### config.mk
export PLATFORM = sky130hd
export DESIGN_NAME = instr_fetch_unit
export DESIGN_NICKNAME = d
export VERILOG_FILES = /design/src/rtl/nn_isa_pkg.sv /design/src/rtl/fetch_skid_buf.sv /design/src/rtl/instr_fetch_unit.sv
export SDC_FILE = /design/constraint.sdc
export NUM_CORES = 1
export LEC_CHECK = 0
export ABC_AREA = 1
export BUFFER_PORTS_ARGS = -buffer_cell sky130_fd_sc_hd__clkbuf_2
export CAP_MARGIN = 15
export CORE_AREA = 10 10 87 89
export CTS_BUF_LIST = sky130_fd_sc_hd__clkbuf_4
export DETAILED_ROUTE_END_ITERATION = 6
export DIE_AREA = 0 0 97 99
export PLACE_DENSITY = 0.87
export SLEW_MARGIN = 40
export SYNTH_ARGS = -nofsm -noshare
export SYNTH_HDL_FRONTEND = slang
export SYNTH_SLANG_ARGS = --single-unit
### constraint.sdc
create_clock -name clk -period 1.45 [get_ports clk]
set_input_delay 0.435 -clock clk [delete_from_list [all_inputs] [get_ports clk]]
set_output_delay 0.435 -clock clk [all_outputs]
set_load 0.02 [all_outputs]
### src/rtl/nn_isa_pkg.sv
// nn_isa_pkg: shared ISA constants and the fetch-stage state encoding.
package nn_isa_pkg;

    localparam int INSTR_W = 16;
    localparam int OPC_W   = 4;

    localparam logic [OPC_W-1:0] OPC_NOP  = 4'h0;
    localparam logic [OPC_W-1:0] OPC_ADD  = 4'h1;
    localparam logic [OPC_W-1:0] OPC_MUL  = 4'h2;
    localparam logic [OPC_W-1:0] OPC_SLT  = 4'h3;
    localparam logic [OPC_W-1:0] OPC_MAC  = 4'h4;
    localparam logic [OPC_W-1:0] OPC_HALT = 4'hB;
    localparam logic [OPC_W-1:0] OPC_LD   = 4'hE;
    localparam logic [OPC_W-1:0] OPC_ST   = 4'hF;

    typedef enum logic [1:0] {
        IDLE,
        FETCH,
        DRAIN,
        HALTED
    } fetch_state_e;

endpackage

### src/rtl/fetch_skid_buf.sv
// fetch_skid_buf: output register plus one-entry skid, valid/ready on both sides.
module fetch_skid_buf #(
    parameter int W = 24
) (
    input  logic         clk,
    input  logic         rst_n,
    input  logic         in_valid_i,
    input  logic [W-1:0] in_data_i,
    output logic         in_ready_o,
    output logic         out_valid_o,
    output logic [W-1:0] out_data_o,
    input  logic         out_ready_i,
    output logic         empty_o
);

    logic         out_valid_q, out_valid_d;
    logic [W-1:0] out_data_q, out_data_d;
    logic         skid_valid_q, skid_valid_d;
    logic [W-1:0] skid_data_q, skid_data_d;
    logic         in_fire, load_out;

    assign in_ready_o  = !skid_valid_q;
    assign in_fire     = in_valid_i && in_ready_o;
    // Output slot refills when empty or draining; the skid always has priority.
    assign load_out    = !out_valid_q || out_ready_i;

    always_comb begin
        out_valid_d  = load_out ? (skid_valid_q || in_fire) : 1'b1;
        out_data_d   = !load_out ? out_data_q : (skid_valid_q ? skid_data_q : (in_fire ? in_data_i : out_data_q));
        skid_valid_d = load_out ? 1'b0 : (skid_valid_q || in_fire);
        skid_data_d  = (!load_out && in_fire) ? in_data_i : skid_data_q;
    end

    always_ff @(posedge clk or negedge rst_n) begin
        if (!rst_n) begin
            out_valid_q  <= 1'b0;
            out_data_q   <= '0;
            skid_valid_q <= 1'b0;
            skid_data_q  <= '0;
        end else begin
            out_valid_q  <= out_valid_d;
            out_data_q   <= out_data_d;
            skid_valid_q <= skid_valid_d;
            skid_data_q  <= skid_data_d;
        end
    end

    assign out_valid_o = out_valid_q;
    assign out_data_o  = out_data_q;
    assign empty_o     = !out_valid_q && !skid_valid_q;

endmodule

### src/rtl/instr_fetch_unit.sv
// instr_fetch_unit: PC + imem req/ack fetch FSM feeding the decoder through a skid buffer.
module instr_fetch_unit
    import nn_isa_pkg::*;
#(
    parameter int ADDR_W     = 8,
    parameter int INSTR_W    = nn_isa_pkg::INSTR_W,
    parameter int START_ADDR = 0
) (
    input  logic               clk,
    input  logic               rst_n,
    input  logic               start_i,
    output logic               imem_req_o,
    output logic [ADDR_W-1:0]  imem_addr_o,
    input  logic               imem_ack_i,
    input  logic [INSTR_W-1:0] imem_rdata_i,
    input  logic               stall_i,
    output logic               if_valid_o,
    output logic [INSTR_W-1:0] if_instr_o,
    output logic [OPC_W-1:0]   if_opcode_o,
    output logic [ADDR_W-1:0]  if_pc_o,
    output logic               halted_o
);

    fetch_state_e      state_q, state_d;
    logic [ADDR_W-1:0] pc_q, pc_d;
    logic              req, push, buf_ready, buf_empty, is_halt;

    assign is_halt = imem_rdata_i[INSTR_W-1 -: OPC_W] == OPC_HALT;

    // req only falls when the skid fills, which needs an ack, so it is sticky.
    always_comb begin
        state_d = state_q;
        pc_d    = pc_q;
        req     = 1'b0;
        push    = 1'b0;
        unique case (state_q)
            IDLE:  state_d = start_i ? FETCH : IDLE;
            FETCH: begin
                req = buf_ready;
                if (req && imem_ack_i) begin
                    state_d = is_halt ? DRAIN : FETCH;
                    push    = !is_halt;
                    pc_d    = is_halt ? pc_q : pc_q + 1'b1;
                end
            end
            DRAIN: state_d = buf_empty ? HALTED : DRAIN;
            default: state_d = HALTED;
        endcase
    end

    always_ff @(posedge clk or negedge rst_n) begin
        if (!rst_n) begin
            state_q <= IDLE;
            pc_q    <= ADDR_W'(START_ADDR);
        end else begin
            state_q <= state_d;
            pc_q    <= pc_d;
        end
    end

    fetch_skid_buf #(.W(INSTR_W + ADDR_W)) u_skid (
        .clk         (clk),
        .rst_n       (rst_n),
        .in_valid_i  (push),
        .in_data_i   ({imem_rdata_i, pc_q}),
        .in_ready_o  (buf_ready),
        .out_valid_o (if_valid_o),
        .out_data_o  ({if_instr_o, if_pc_o}),
        .out_ready_i (!stall_i),
        .empty_o     (buf_empty)
    );

    assign imem_req_o  = req;
    assign imem_addr_o = req ? pc_q : '0;
    assign if_opcode_o = if_instr_o[INSTR_W-1 -: OPC_W];
    assign halted_o    = state_q == HALTED;

endmodule
==> flow_summary.toml, run 1 <==
[global_routing]
grt_pass1_wl_mm = 12.5
grt_max_degree = 61
grt_pass1_vias = 2593
antenna_found_initial = 1
gr-total-overflow = 0
grt_usage_pct = 16.0

[sta]
fmax_mhz = 527
finalClockSkew_ns = 0.00999
setup_slack_ns = -0.449
max_slew.worst_pin.slew_ns = 0.584
fin_crit_sh_pct = 131
slew_violations = 0
rsz0062_at_grt = "yes"
relSlewSlack_pct = 60.9
min_period_ns = 1.90
fin_hold_ws_ns = -0.00525
finalSetupViolations = 68
hold_viol_final = 2

[run_status]
status = "complete, but fails checks"
violations = "negative hold slack, negative setup slack"

[hold_path]
hp-class = "primary input to asynchronous set/reset pin"

[critical_path]
crit_start = "state_q[1]"
r2r_start = "state_q[1]"
ff2ff_setup_slack_ns = -0.45
critPathLaunchType = "register"
cp.arrival_ns = 2.26
crit_end = "u_skid.skid_data_q[3]"
rr_worst_depth = 9
r2r-end = "u_skid.skid_data_q[3]"
worstSetupPathType = "register to register"
crit_required_ns = 1.81
critPathMaxFanout = 7
critPathCaptureType = "register"

[finish]
fin_util_pct = 67.0
most-common-layout-cells = "148 x nand2_1, 60 x dfrtp_1, 45 x clkbuf_2"
mostFrequentLayoutCell = "nand2_1"
nets = 473
drive_gt1_share_pct = 29.0
syn2layout_area_growth_pct = 36.3

[placement]
port_buffers = 59
place_congestion = 0.884
dp_hpwl_mm = 5.26

[routing]
num_vias = 2888
drt-wirelength-per-cell_um = 17.3
dr.pass1.iters = 7
route.detailed.drc = 0
detail_route.vias_per_cell = 5.44
drt_iter0_markers = 223
ant_nets = 0
routed_wl_mm = 9.20

[power]
p_clk_share_pct = 13.2
swShare_pct = 44.1
pwr_density_cell_nw_per_um2 = 1840
internal-power_w = 0.00403
vdd_drop_max_mv = 0.819
power_switching_w = 0.00318
seq_power_share_pct = 38.1
p_leak_nw = 2.05
comb_power_share_pct = 48.7

[synthesis]
syn_inst = 364
syn_nets = 386
synth_top_area_cell = "dfrtp_1"
seq_area_frac_synth_pct = 52.2
synth_top_area_share_pct = 52.2
synth_edf_count = 0
synth_compound_area_share_pct = 9.13
ys_ff_latch = 60
synthMuxAreaShare_pct = 0
ys_async_sr_fraction_pct = 100
synth_area_um2 = 2880
ys.flop_type = "dfrtp_1"
synth_top_family_by_area = "simple AND/OR/NAND/NOR gates"
synth_fa_ha_area_share_pct = 0.435
yosys.area_share.simple_pct = 28.9
synth_warnings = 0
avgSynthCellArea_um2 = 7.90
synth_xor_area_share_pct = 0.609
synth_cell_types = 24
synth_area_leaders = "dfrtp_1 52%, nand2_1 20%, o21ai_0 6.6%"

[clock_network]
cts_tree = "yes"
htree_levels = 3
cts_buffers = 9
clock_latency_ns = 0.43
clockBufferDepth = 2
clk_pin_slew_ns = 0.10
clock_sinks = 60
ctsHoldBuffers = 0
root_buffer = "clkbuf_4"

[floorplan]
die_w_um = 97
die_h_um = 99
io_pins = 60
start_util_pct = 49.2
core-area_um2 = 5850
fp.dieArea_um2 = 9600
row_count = 28

[flow_run]
cap_violations = 0
-- registers in the layout, indices dropped and copies added, names as in the netlist --
signal               flops
pc_q                     8
state_q                  2
u_skid.out_data_o       24
u_skid.out_valid_o       1
u_skid.skid_data_q      24
u_skid.skid_valid_q      1
-- critical path, cell delays in order, from the launching register on --
cell	delay, ns
dfrtp_1	0.43
nor2_4	0.23
buf_4	0.15
buf_6	0.08
buf_4	0.10
nand3_4	0.17
nor2_4	0.30
clkbuf_16	0.22
nand2_1	0.06
nand2_1	0.09
-- metrics by stage --
stage | setup TNS (ns) | std cells | total power [W] | setup slack, ns | cell area (um2)
final | -22.51 | 531 | 0.00720 | -0.449 | 3920
after global routing | -28.51 | 531 | 0.00762 | -0.531 | 3920
after CTS | -8.67 | 515 | 0.00660 | -0.426 | 3610
after detailed placement | -0.227 | 496 | 0.00547 | -0.0293 | 3380
after global placement | 0 | 496 | 0.00535 | 0.0311 | 3380
after floorplan | 0 | 364 | 0.00458 | 0.0184 | 2960
-- timing repair --
| item | in CTS | in global routing |
|---|---|---|
| setup endpoints to repair | 10 | 73 |
| setup buffers | 4 | 9 |
| pin swaps | 5 | 4 |
| gates cloned | 1 | 7 |
| resized for setup | 25 | 38 |
| endpoints found under the hold margin | 0 | 0 |
-- cell usage after synthesis, types with 2 or more instances --
cell type and count:
xor2_1 2, buf_4 9, inv_1 26, nand2_4 2, nand3_1 27, o21ai_0 38, nand4_1 2, nand2_1 151
nor2_1 14, buf_6 3, o21ai_1 10, dfrtp_1 60, clkbuf_1 8, buf_2 2
-- worst min-delay path by stage --
stage                             endpoint  depth (start not counted)
global placement     u_skid.out_data_o[19]                          2
floorplan                          pc_q[0]                          0
finish              u_skid.skid_data_q[16]                          2
detailed placement   u_skid.out_data_o[13]                          2
CTS                 u_skid.skid_data_q[14]                          2
global route         u_skid.skid_data_q[8]                          2
-- power groups by stage --
stage	Combinational [W]	Sequential (W)	Clock (W)
floorplan	0.00155	0.00303	0
global placement	0.00263	0.00271	0
detailed placement	0.00272	0.00275	0
CTS	0.00294	0.00272	0.000941
global route	0.00379	0.00281	0.00102
finish	0.00351	0.00274	0.000949
-- metal layers --
layer / share of wire (%) / up-vias / track usage (%)
met5: 0 / - / 0
met2: 49 / 167 / 24.0
li1: - / 1322 / -
met4: 3.6 / 0 / 11.9
met3: 9.2 / 30 / 4.96
met1: 38 / 1369 / 18.9
-- kinds of logic after synthesis --
| group | Yosys count |
|---|---|
| xor gates and xnor gates | 2 |
| DFF | 60 |
| and+or+nand+nor | 200 |
| adders and majority gates | 1 |
| AOI/OAI and AO/OA | 51 |
| buffers and inverters | 50 |
-- layout make-up --
class | instances | area (um2)
Clock buffer | 10 | 75.1
Antenna cell | 1 | 2.50
Multi-Input combinational cell | 256 | 1260
Inverter | 28 | 114
Tap cell | 75 | 93.8
Fill cell | 437 | 1930
Timing Repair Buffer | 96 | 850
Sequential cell | 60 | 1500
Clock inverter | 5 | 20.0
Power figures use the tool's default switching activity.
==> run 2, diff against run 1 <==
- RECOVER_POWER: not set -> 25
==> flow_summary.toml, run 2 (synthesis gave the netlist of run 1 again) <==
[clock_network]
htree_levels = 3
clock_latency_ns = 0.42
cts_tree = "yes"
clockBufferDepth = 2
ctsHoldBuffers = 0
clk_pin_slew_ns = 0.10
root_buffer = "clkbuf_4"
cts_buffers = 9
clock_sinks = 60

[critical_path]
worstPathBufferInverterCount = 4
critPathCaptureType = "register"
cp.arrival_ns = 2.25
worstSetupPathType = "register to register"
r2r_start = "state_q[1]"
crit_family = "simple AND/OR/NAND/NOR gates"
cp.depth = 9
crit_required_ns = 1.80
crit_end = "u_skid.skid_data_q[3]"
crit_start = "state_q[1]"
critPathSlowestCell = "dfrtp_1"
critPathMaxFanout = 7
max_stage_delay_ns = 0.42
worstPathCellList = "nor2_4 > buf_4 > buf_6 > buf_4 > nand3_4 > nor2_4 > clkbuf_16 > nand2_1 > nand2_1"
critPathLaunchType = "register"
ff2ff_setup_slack_ns = -0.44
r2r-end = "u_skid.skid_data_q[3]"
rr_worst_depth = 9

[sta]
rsz0062_at_grt = "yes"
fin_crit_sh_pct = 130
relSlewSlack_pct = 45.3
fmax_mhz = 529
setup_slack_ns = -0.442
fin_tns_setup_ns = -21.98
finalSetupViolations = 68
hold_viol_final = 0
max_slew.worst_pin.slew_ns = 0.821
min_period_ns = 1.89
fin_hold_ws_ns = 0.211
slew_violations = 0
finalClockSkew_ns = 0.0115

[placement]
place_congestion = 0.884
port_buffers = 59
post-place-ws_ns = -0.0293
dp_hpwl_mm = 5.26
dpl.cell_count = 496

[power]
internal-power_w = 0.00402
comb_power_share_pct = 48.7
p_clk_share_pct = 13.2
swShare_pct = 44.1
p_leak_nw = 2.05
pwr_density_cell_nw_per_um2 = 1840
seq_power_share_pct = 38.1
power_switching_w = 0.00318
vdd_drop_max_mv = 0.814

[finish]
nets = 473
fin_util_pct = 66.8
post_layout_nonfiller_instances = 531
mostFrequentLayoutCell = "nand2_1"
drive_gt1_share_pct = 29.0
most-common-layout-cells = "148 x nand2_1, 60 x dfrtp_1, 45 x clkbuf_2"
syn2layout_area_growth_pct = 35.8

[routing]
detail_route.vias_per_cell = 5.42
ant_nets = 0
routed_wl_mm = 9.20
route.detailed.drc = 0
drt_iter0_markers = 228
num_vias = 2880
drt-wirelength-per-cell_um = 17.3
dr.pass1.iters = 6

[floorplan]
die_w_um = 97
io_pins = 60
die_h_um = 99
row_count = 28
fp.dieArea_um2 = 9600
start_util_pct = 49.2
core-area_um2 = 5850

[global_routing]
grt_pass1_vias = 2593
gr-total-overflow = 0
antenna_found_initial = 1
grt_max_degree = 61
grt_pass1_wl_mm = 12.5
grt_usage_pct = 16.0

[run_status]
status = "complete, but fails checks"
violations = "negative setup slack"

[hold_path]
hp-class = "primary input to asynchronous set/reset pin"

[flow_run]
cap_violations = 0
[run 2: cell types whose count changed in the layout (fill, tap and decap cells not counted), sizes merged]
cell,delta
buf,-1
clkbuf,+1
[run 2: routing by layer]
layer | GRT usage (%) | wire (um) | up-vias | share of wire, %
met4 | 11.9 | 351 | 0 | 3.8
met5 | 0 | 0 | - | 0
met2 | 24.0 | 4490 | 170 | 49
li1 | - | - | 1320 | -
met1 | 18.9 | 3540 | 1357 | 39
met3 | 4.96 | 814 | 33 | 8.8
[run 2: cell type report]
class                      count  area [um2]
clock buffer                  10        75.1
sequential                    60        1500
inverter                      28         114
clock inverter                 5        20.0
antenna                        1        2.50
multi-input combinational    256        1260
timing repair buffer          96         837
tap                           75        93.8
fill                         439        1940
[run 2: worst register-to-register path: stages (launching register included)]
cell       delay, ns
dfrtp_1         0.42
nor2_4          0.23
buf_4           0.15
buf_6           0.08
buf_4           0.10
nand3_4         0.17
nor2_4          0.30
clkbuf_16       0.22
nand2_1         0.06
nand2_1         0.09
[run 2: repair_timing]
action,4_1_cts,5_1_grt
gates cloned,1,7
buffers inserted,4,9
gates resized for setup,25,38
pin swaps,5,4
setup endpoints to repair,10,73
[run 2: stage by stage]
stage                     cell area, um2  power [W]
final                               3910    0.00720
after global routing                3910    0.00761
after CTS                           3610    0.00660
after detailed placement            3380    0.00547
after global placement              3380    0.00535
after floorplan                     2960    0.00458
[run 2: power by group through the flow]
stage	Combinational (W)	Sequential, W	Clock (W)
final	0.00351	0.00274	0.000948
after floorplan	0.00155	0.00303	0
after global placement	0.00263	0.00271	0
after detailed placement	0.00272	0.00275	0
after CTS	0.00294	0.00272	0.000941
after global routing	0.00378	0.00281	0.00102
[run 2: how the worst min path moves through the flow]
stage | depth (start not counted) | slack [ns] | from | endpoint
2_1_floorplan | 0 | 0.14 | rst_n | pc_q[0]
3_3_place_gp | 2 | 0.45 | u_skid.out_data_o[19] | u_skid.out_data_o[19]
3_5_place_dp | 2 | 0.46 | u_skid.out_data_o[13] | u_skid.out_data_o[13]
4_1_cts | 2 | 0.03 | rst_n | u_skid.skid_data_q[14]
5_1_grt | 3 | 0.25 | imem_rdata_i[3] | u_skid.skid_data_q[11]
6_report | 2 | 0.21 | rst_n | u_skid.skid_data_q[14]
==> run 3, diff against run 2 <==
- REMOVE_ABC_BUFFERS: not set -> 1
==> flow_summary.toml, run 3 (synthesis gave the netlist of run 1 again) <==
[power]
swShare_pct = 43.0
vdd_drop_max_mv = 1.32
pwr_density_cell_nw_per_um2 = 1930
p_leak_nw = 2.26
p_clk_share_pct = 14.6
power_switching_w = 0.00361
internal-power_w = 0.00478
comb_power_share_pct = 51.3
seq_power_share_pct = 34.0

[routing]
routed.top_layer = "met4"
drt-met1-wl_mm = 4.07
drt_iter0_markers = 505
routed_wl_mm = 11.9
ant_nets = 0
detail_route.vias_per_cell = 6.14
wl_met3_mm = 1.38
wl_met2_mm = 5.41
route.detailed.drc = 0
dr.pass1.iters = 7
num_vias = 3415
drt-wirelength-per-cell_um = 21.3

[finish]
drive_gt1_share_pct = 37.6
fillers = 350
most-common-layout-cells = "134 x nand2_1, 59 x dfrtp_1, 39 x buf_4"
nets = 499
syn2layout_area_growth_pct = 50.8
n_antenna_cell = 0
mostFrequentLayoutCell = "nand2_1"

[sta]
fin_crit_sh_pct = 131
hold_viol_final = 0
rsz0062_at_grt = "yes"
slew_violations = 0
relSlewSlack_pct = 40.5
max_slew.worst_pin.slew_ns = 0.892
finalClockSkew_ns = 0.0258
fin_tns_setup_ns = -22.06
min_period_ns = 1.90
setup_slack_ns = -0.446
finalSetupViolations = 78
fmax_mhz = 527
fin_hold_ws_ns = 0.201

[clock_network]
clk_pin_slew_ns = 0.12
root_buffer = "clkbuf_4"
clockBufferDepth = 2
clock_sinks = 60
clock_latency_ns = 0.45
cts_buffers = 9
cts_tree = "yes"
htree_levels = 3

[hold_path]
hp-class = "primary input to register"

[run_status]
violations = "negative setup slack"
status = "complete, but fails checks"

[global_routing]
gr-total-overflow = 0
grt_usage_pct = 20.3
grt_pass1_vias = 3109
antenna_found_initial = 0
grt_pass1_wl_mm = 15.7
grt_max_degree = 30

[floorplan]
io_pins = 60
row_count = 28
fp.dieArea_um2 = 9600
die_w_um = 97
core-area_um2 = 5850
die_h_um = 99
start_util_pct = 49.2

[critical_path]
crit_required_ns = 1.02
worstPathCellList = "inv_2 > nor2_4 > nand2_4 > nor2_1 > buf_4"
max_stage_delay_ns = 0.38
worstPathBufferInverterCount = 2
critPathCaptureType = "primary output"
critPathLaunchType = "register"
critPathMaxFanout = 4
worstSetupPathType = "register to primary output"
cp.arrival_ns = 1.46
critPathSlowestCell = "dfrtp_1"
crit_family = "simple AND/OR/NAND/NOR gates"

[placement]
dp_hpwl_mm = 5.21
port_buffers = 59
place_congestion = 0.873

[flow_run]
cap_violations = 0
run 3: tightest hold or removal path: cells and delay by family:
kind	cells	cell delay [ns]
and+or+nand+nor	1	0.05
AOI/OAI and AO/OA	1	0.05
buffers and inverters	1	0.09
run 3: timing repair:
item	4_1_cts	5_1_grt
cloned	7	1
gates resized for setup	65	104
hold buffers	1	0
pin swaps	8	9
setup endpoints to repair	34	93
endpoints found under the hold margin	11	0
setup buffers	11	27
run 3: metal layers:
layer	track usage, %	vias to the layer above
li1	-	1380
met5	0	-
met4	12.6	0
met1	22.6	1559
met3	7.05	117
met2	32.7	359
run 3: final timing paths:
path | start | to | slack (ns) | cells after the start
worst min-delay path | imem_rdata_i[4] | u_skid.skid_data_q[12] | 0.20 | 3
worst min register to register | u_skid.out_data_o[7] | u_skid.out_data_o[7] | 0.49 | 2
worst max-delay path | state_q[0] | imem_addr_o[0] | -0.45 | 5
worst max register to register | state_q[0] | u_skid.out_data_o[14] | -0.41 | 11
min in group asynchronous | rst_n | u_skid.out_data_o[9] | 0.61 | 2
max in group asynchronous | rst_n | pc_q[3] | 0.11 | 3
run 3: power by group through the flow:
stage | Combinational (W) | Clock [W] | Sequential, W
final | 0.00431 | 0.00123 | 0.00285
after global routing | 0.00457 | 0.00129 | 0.00289
after CTS | 0.00330 | 0.00116 | 0.00272
after detailed placement | 0.00260 | 0 | 0.00273
after global placement | 0.00251 | 0 | 0.00269
after floorplan | 0.00114 | 0 | 0.00311
run 3: through the flow:
stage	cells	setup WS [ns]	total power [W]	utilization, %	cell area [um2]
floorplan	342	-0.521	0.00425	-	2740
global placement	498	-0.0851	0.00520	56.9	3330
detailed placement	498	-0.101	0.00533	56.9	3330
CTS	530	-0.365	0.00719	67.7	3960
global route	556	-0.523	0.00874	74.1	4340
finish	556	-0.446	0.00839	74.1	4340
run 3: layout make-up:
cell class	count	area [um2]	area share [%]
clock buffer	12	90.1	2.08
multi-input combinational	257	1330	30.5
clock inverter	3	38.8	0.894
inverter	28	116	2.68
tap	75	93.8	2.16
sequential	60	1500	34.6
timing repair buffer	121	1170	27.0
